<file path="src/rtl/odu_test_gen.sv">
// rtl/odu_test_gen.sv - ODU channel test-word generator with incrementing bytes, fs/rs markers and MFAS
module odu_test_gen #(
    parameter int ROW_WORDS = 4,
    parameter int ROWS      = 4,
    parameter int GAP       = 0
) (
    input  logic         clk,
    input  logic         rst_n,
    input  logic         i_enable,
    input  logic         i_ready,
    input  logic         i_err_inject,
    output logic [383:0] o_data_chid,
    output logic         o_valid_chid,
    output logic         o_fs_chid,
    output logic         o_rs_chid,
    output logic [7:0]   o_mfas_chid,
    output logic [15:0]  o_word_count,
    output logic [15:0]  o_frame_count
);

    localparam int WW = (ROW_WORDS > 1) ? $clog2(ROW_WORDS) : 1;
    localparam int RW = (ROWS > 1) ? $clog2(ROWS) : 1;

    typedef enum logic [1:0] {
        S_IDLE,
        S_SEND,
        S_GAP
    } state_t;

    state_t         state;
    state_t         state_nxt;
    logic           rst_meta;
    logic           rst_sync;
    logic [WW-1:0]  word_idx;     // position of the next word to be loaded
    logic [RW-1:0]  row_idx;
    logic [7:0]     seq;
    logic [7:0]     gap_cnt;
    logic           inj_pend;
    logic           first_done;   // first frame after reset keeps MFAS at 0
    logic           accept;
    logic           load;
    logic           gap_start;
    logic           next_fs;
    logic           next_rs;
    logic [383:0]   load_word;

    assign accept  = o_valid_chid & i_ready;
    assign next_rs = (word_idx == '0);
    assign next_fs = next_rs && (row_idx == '0);

    // Reset release synchronizer; assertion stays asynchronous
    always_ff @(posedge clk or negedge rst_n) begin
        if (!rst_n) begin
            rst_meta <= 1'b0;
            rst_sync <= 1'b0;
        end else begin
            rst_meta <= 1'b1;
            rst_sync <= rst_meta;
        end
    end

    // Build the next word from seq, with optional byte-0 corruption
    always_comb begin
        load_word = '0;
        for (int k = 0; k < 48; k++) begin
            load_word[383-8*k -: 8] = seq + 8'(k);
        end
        load_word[383:376] = load_word[383:376] ^ {8{inj_pend}};
    end

    // State register
    always_ff @(posedge clk or negedge rst_n) begin
        if (!rst_n) begin
            state <= S_IDLE;
        end else begin
            state <= state_nxt;
        end
    end

    // Next state and load/gap control; held idle until reset release is synchronized
    always_comb begin
        state_nxt = state;
        load      = 1'b0;
        gap_start = 1'b0;
        if (rst_sync) begin
            case (state)
                S_IDLE: begin
                    if (i_enable) begin
                        load      = 1'b1;
                        state_nxt = S_SEND;
                    end
                end
                S_SEND: begin
                    if (accept) begin
                        if (next_fs && !i_enable) begin
                            state_nxt = S_IDLE;
                        end else if (GAP > 0) begin
                            gap_start = 1'b1;
                            state_nxt = S_GAP;
                        end else begin
                            load = 1'b1;
                        end
                    end
                end
                S_GAP: begin
                    if (gap_cnt <= 8'd1) begin
                        if (next_fs && !i_enable) begin
                            state_nxt = S_IDLE;
                        end else begin
                            load      = 1'b1;
                            state_nxt = S_SEND;
                        end
                    end
                end
                default: state_nxt = S_IDLE;
            endcase
        end
    end

    // Datapath: word load, position tracking, MFAS, injection and counters
    always_ff @(posedge clk or negedge rst_n) begin
        if (!rst_n) begin
            o_data_chid   <= '0;
            o_valid_chid  <= 1'b0;
            o_fs_chid     <= 1'b0;
            o_rs_chid     <= 1'b0;
            o_mfas_chid   <= '0;
            o_word_count  <= '0;
            o_frame_count <= '0;
            word_idx      <= '0;
            row_idx       <= '0;
            seq           <= '0;
            gap_cnt       <= '0;
            inj_pend      <= 1'b0;
            first_done    <= 1'b0;
        end else begin
            o_valid_chid <= (state_nxt == S_SEND);
            if (load) begin
                o_data_chid <= load_word;
                o_fs_chid   <= next_fs;
                o_rs_chid   <= next_rs;
                seq         <= seq + 8'd48;
                // a pulse coinciding with a load is kept for the following load
                inj_pend    <= i_err_inject;
                if (next_fs) begin
                    if (first_done) begin
                        o_mfas_chid <= o_mfas_chid + 8'd1;
                    end
                    first_done <= 1'b1;
                end
                if (word_idx == WW'(ROW_WORDS - 1)) begin
                    word_idx <= '0;
                    row_idx  <= (row_idx == RW'(ROWS - 1)) ? '0 : row_idx + 1'b1;
                end else begin
                    word_idx <= word_idx + 1'b1;
                end
            end else if (rst_sync && i_err_inject) begin
                inj_pend <= 1'b1;
            end
            if (gap_start) begin
                gap_cnt <= 8'(GAP);
            end else if (state == S_GAP) begin
                gap_cnt <= gap_cnt - 8'd1;
            end
            if (accept) begin
                o_word_count <= o_word_count + 16'd1;
                if (o_fs_chid) begin
                    o_frame_count <= o_frame_count + 16'd1;
                end
            end
        end
    end

endmodule

</file>
<file path="config.mk">
export PLATFORM = sky130hd
export DESIGN_NAME = odu_test_gen
export DESIGN_NICKNAME = d
export VERILOG_FILES = /design/src/rtl/odu_test_gen.sv
export SDC_FILE = /design/constraint.sdc
export NUM_CORES = 1
export LEC_CHECK = 0
export BUFFER_PORTS_ARGS = -buffer_cell sky130_fd_sc_hd__buf_2
export CAP_MARGIN = 25
export CORE_AREA = 2 2 167 169
export CTS_CLUSTER_SIZE = 28
export DETAILED_ROUTE_END_ITERATION = 10
export DIE_AREA = 0 0 169 171
export GPL_TIMING_DRIVEN = 0
export MAX_ROUTING_LAYER = met4
export PLACE_DENSITY_LB_ADDON = 0.1
export SYNTH_ARGS = -nofsm -noshare
export SYNTH_HDL_FRONTEND = slang
export SYNTH_SLANG_ARGS = --single-unit
</file>
<file path="constraint.sdc">
create_clock -name clk -period 5.8 [get_ports clk]
set_input_delay 0.29 -clock clk [delete_from_list [all_inputs] [get_ports clk]]
set_output_delay 0.29 -clock clk [all_outputs]
set_load 0.005 [all_outputs]
</file>
# Word-level counts from Yosys, hierarchy flattened
# Index checks and enable logic that the tools add are counted.
[word_totals] regBits=453 latchBits=0 ramBits=0 romBits=0 output_inout_bits=427 word_cells=107 n_memories=0
[classes] add_sub_neg=54 mul=0 div=0 order_cmp=1 n_eq_ne=5 n_shift=0 n_mux=17 n_bitwise=2 reduce_logical=12
[op_table] op="$add A8 B6 Y8 const B" count=17
[op_table] op="$add A8 B5 Y8 const B" count=16
[op_table] op="$add A8 B4 Y8 const B" count=8
[op_table] op="$add A16 B1 Y16 const B" count=2
[op_table] op="$add A8 B3 Y8 const B" count=4
[op_table] op="$add A8 B1 Y8 const B" count=2
[op_table] op="$add A8 B2 Y8 const B" count=2
[op_table] op="$mux W2" count=7
[op_table] op="$le A8 B1 Y1 const B" count=1
[op_table] op="$mux W1" count=8
[op_table] op="$sub A8 B1 Y8 const B" count=1
[op_table] op="$xor A8 B8 Y8" count=1
[op_table] op="$eq A2 B2 Y1 const B" count=3
[op_table] op="$logic_not A2 Y1" count=3
[op_table] op="$pmux W2 S3" count=1
[op_table] op="$reduce_and A2 Y1" count=3
[op_table] op="$add A2 B1 Y2 const B" count=2
[op_table] op="$eq A2 B1 Y1 const B" count=2
[op_table] op="$logic_and A1 B1 Y1" count=3
[op_table] op="$pmux W1 S3" count=1
[op_table] op="$reduce_and A3 Y1" count=1
[op_table] op="$reduce_bool A2 Y1" count=1
[op_table] op="$and A1 B1 Y1" count=1
[op_table] op="$logic_not A1 Y1" count=1

# Depth between registers and ports, before layout
[logic_depth] depth_word=8 ltp_mapped=9

# Worst setup path before layout
# OpenSTA, ideal clock, no wires.
[synth_path] path_kind="register -> output" startpoint="register o_data_chid[368] (netlist name)" endpoint="output o_data_chid[105]" arrival_ns=2.056 slack_ns=3.454 path_stages_with_launch=2 cell_sequence="dfrtp_1 -> buf_4"
[synth_lines] element="end: declaration" line_no="12" source="output logic [383:0] o_data_chid,"

# Worst setup path in the final report
[layout_path] startpoint="register state[0]" endpoint="register word_idx[1]"
[layout_via] elab_chain_cells=3 word_cells_on_any_way=5
[layout_lines] element="start: declaration" line_no="30" source="state_t state;"
[layout_lines] element="start signal: assignment" line_no="76" source="state <= state_nxt;"
[layout_lines] element="$eq A2 B2 Y1, or another cell as far along" line_no="86" source="case (state)"
[layout_lines] element="$pmux W1 S3 (*)" line_no="86"
[layout_lines] element="$mux W1 (*)" line_no="85" source="if (rst_sync) begin"
[layout_lines] element="end signal: assignment" line_no="155" source="word_idx <= word_idx + 1'b1;"
[layout_lines] element="end: declaration" line_no="34" source="logic [WW-1:0] word_idx;"
# Mark *: on every way between the ends. The rest lies on a longest branch, timed or not.
# A chain may end at the register's enable or synchronous reset.

==> flow_summary.ini <==
[status]
status = finished, final reports clean

[min_path]
hold_class = primary input to flop
whs_path_depth = 2

[synthesis]
ys_warn_count = 0
yosysMostFrequentCell = buf_4
yosysTopAreaCellShare_pct = 42.42
synth_compound_area_share_pct = 3.506
syn-mean-instance-area_um2 = 9.478
synth_xor_area_share_pct = 7.243
async_flop_share_pct = 100.0
synth_edf_count = 0
synth-simple-area-share_pct = 8.507
synthCells = 689
synthFlopType = dfrtp_1
ys_top_cells_by_count = buf_4, dfrtp_1, xnor2_1
synth-seq-cells = 81
synth_area_leaders = buf_4, dfrtp_1, xnor2_1, ha_1, xor2_1
synthAdderAreaFrac_pct = 3.257
seq_area_frac_synth_pct = 31.04
netlist_area_mm2 = 0.006530
ys_types = 44
yosys.area.top_type = buf_4
muxShareOfSynthArea_pct = 2.510
synth_top_family_by_area = buffers and inverters

[clock_network]
htree_levels = 3
cts_tree = done
clock_path_buffers = 2
clkSinkCount = 81
path_clk_slew_ns = 0.06
cts_buffers = 9
root_buffer = clkbuf_16
clkLatencyLatePin_ns = 0.34

[worst_setup_path]
end_kind = flop
reg2reg_slack_ns = 3.40
critical_path_depth = 7
critPathMaxFanout = 6
worst_r2r_path_depth = 7
worstPathBufferInverterCount = 1
cpMaxStageDelayCell = nor2_1
startpoint = state[0]
critPathKind = flop to flop
rr_endpoint = word_idx[1]
required_ns = 6.03
start_kind = flop
worstPathCellList = inv_1 -> ha_1 -> nand2b_4 -> nor4_4 -> a31oi_2 -> nor2_1 -> mux2_2
r2r_start = state[0]
cp.arrival_ns = 2.63
cpPeakStageDelay_ns = 0.44
critPathTopFamily = simple AND/OR/NAND/NOR gates
cp-endpoint = word_idx[1]

[routing]
post_drt_wl_per_cell_um = 12.24
drt_iter0_drc = 139
drc_errors = 0
wirelength_um = 18170
via_count = 5060
vias_per_cell = 3.407
ant_nets = 0
first_pass_iters = 4

[run]
drv_cap = 0

[grt]
antenna_found_initial = 0
grt_pass1_wl_um = 26150
grt_overflow = 0
track_usage_pct = 12.16
grt_max_degree = 90
grt_pass1_vias = 4174

[die]
fp.dieH_um = 171
ioPinCount = 432
die_width_um = 169
rows = 61
core_area_mm2 = 0.02732
die-area_mm2 = 0.02890
start_util_pct = 23.90

[cells_and_area]
finalNonFillerCells = 1485
drive_above_1_share_pct = 65.94
syn_to_final_growth_pct = 44.28
fin_nets = 1156
num_antenna_cells = 0

[sta]
rsz0062_at_grt = false
final.setup_skew_ns = 0.005202
relSlewSlack_pct = 51.59
period_share_pct = 41.37
max_clock_freq_mhz = 416.7
tightest_slew_ns = 0.7262
min_period_ns = 2.400
setup_tns_ns = 0
finalSetupViolCount = 0
slew_violations = 0
hold_violations = 0

[power_and_ir_drop]
power_leakage_nw = 5.348
ir_worst_vdd_mv = 0.1822
power_density_mw_per_mm2 = 430.3

[placement]
gp_congestion = 0.7887
dp_cells = 1467
dp_hpwl_um = 14710
numPortBuffers = 339
cells in the final DEF, fill, tap and decap left out, types with 2 or more instances in the layout:
cell,Yosys,final
buf_4,369,370
nand2_1,23,23
buf_1,2,2
nor4_2,3,3
mux2_4,5,5
and2_1,2,2
conb_1,2,93
buf_16,0,3
clkinv_2,0,2
ha_1,17,17
buf_6,2,2
mux2_2,7,7
and4_1,3,3
dfrtp_1,81,80
nor3b_1,2,2
clkbuf_1,4,5
nand2b_1,4,4
nor3_1,8,8
xnor2_1,35,35
and3_1,5,5
nor4_4,2,2
nand3_1,15,15
a21oi_1,2,2
o21ai_1,11,11
inv_1,11,11
clkbuf_16,0,9
bufinv_16,0,2
nor2_1,14,14
o21ai_0,14,14
xor2_1,19,19
nand4_1,10,10
buf_2,1,339
power by group:
part / total [mW] / leakage (nW) / internal [mW] / switching (mW)
Clock: 0.620 / 0.159 / 0.388 / 0.232
Sequential: 1.06 / 1.04 / 0.732 / 0.332
Combinational: 2.37 / 4.15 / 1.50 / 0.866
cell families (layout without fill, tap and decap cells):
family                     Yosys count  count (layout)
adders and majority gates           17              17
DFF                                 81              81
other                                2              93
xor gates and xnor gates            54              54
buffers and inverters              389             748
AOI/OAI and AO/OA                   37              37
and+or+nand+nor                     96              96
muxes                               13              13
registers in the layout, summed over array words and instances (netlist names):
signal,flops
o_data_chid,16
o_frame_count,16
o_word_count,16
gap_cnt,8
o_mfas_chid,8
seq,4
row_idx,2
state,2
word_idx,2
first_done,1
inj_pend,1
o_fs_chid,1
o_rs_chid,1
o_valid_chid,1
rst_meta,1
rst_sync,1
area by class of cell:
type                    instances  area (µm²)
inverters                      11       41.29
fillers                      2948       17900
well taps                     346       432.9
clock inverters                 5       78.83
multi-input cells             310        1983
repair buffers                343        1792
flip-flops and latches         81        2031
plain buffers                 378        2820
clock buffers                  11       242.7
layer usage:
layer / vias up / track usage [%] / wire length (µm) / part of all wire [%]
li1: 2648 / - / - / -
met1: 2233 / 13.54 / 7038 / 39
met2: 167 / 22.24 / 9977 / 55
met3: 12 / 2.198 / 965 / 5.3
met4: 0 / 3.567 / 189 / 1.0
met5: - / - / 0 / 0
worst min path at each step:
stage | from | end | slack, ns
after floorplan | rst_n | first_done | -0.006
after global placement | rst_meta | rst_sync | 0.34
after detailed placement | rst_n | o_word_count[5] | 0.19
after CTS | i_err_inject | inj_pend | 0.17
after global routing | i_err_inject | inj_pend | 0.19
final | i_err_inject | inj_pend | 0.20
repair_timing:
action / 4_1_cts / 5_1_grt
hold buffers: 1 / 0
setup buffers: 0 / 0
hold endpoints to repair: 16 / 0
gates resized for setup: 0 / 0
per-stage QoR:
| step | cell area (µm²) | worst slack (ns) | hold slack (ns) | utilization [%] | power (mW) |
|---|---|---|---|---|---|
| finish | 9422 | 3.400 | 0.2008 | 34.48 | 4.054 |
| global route | 9422 | 3.162 | 0.1884 | 34.48 | 4.413 |
| CTS | 9394 | 3.333 | 0.1743 | 34.38 | 4.151 |
| detailed placement | 9062 | 3.362 | 0.1878 | 33.17 | 3.512 |
| global placement | 9001 | 2.599 | 0.3363 | 32.94 | 3.529 |
| floorplan | 6872 | 3.454 | -0.005591 | - | 2.466 |
No activity file was read; power rests on OpenSTA's default activity.
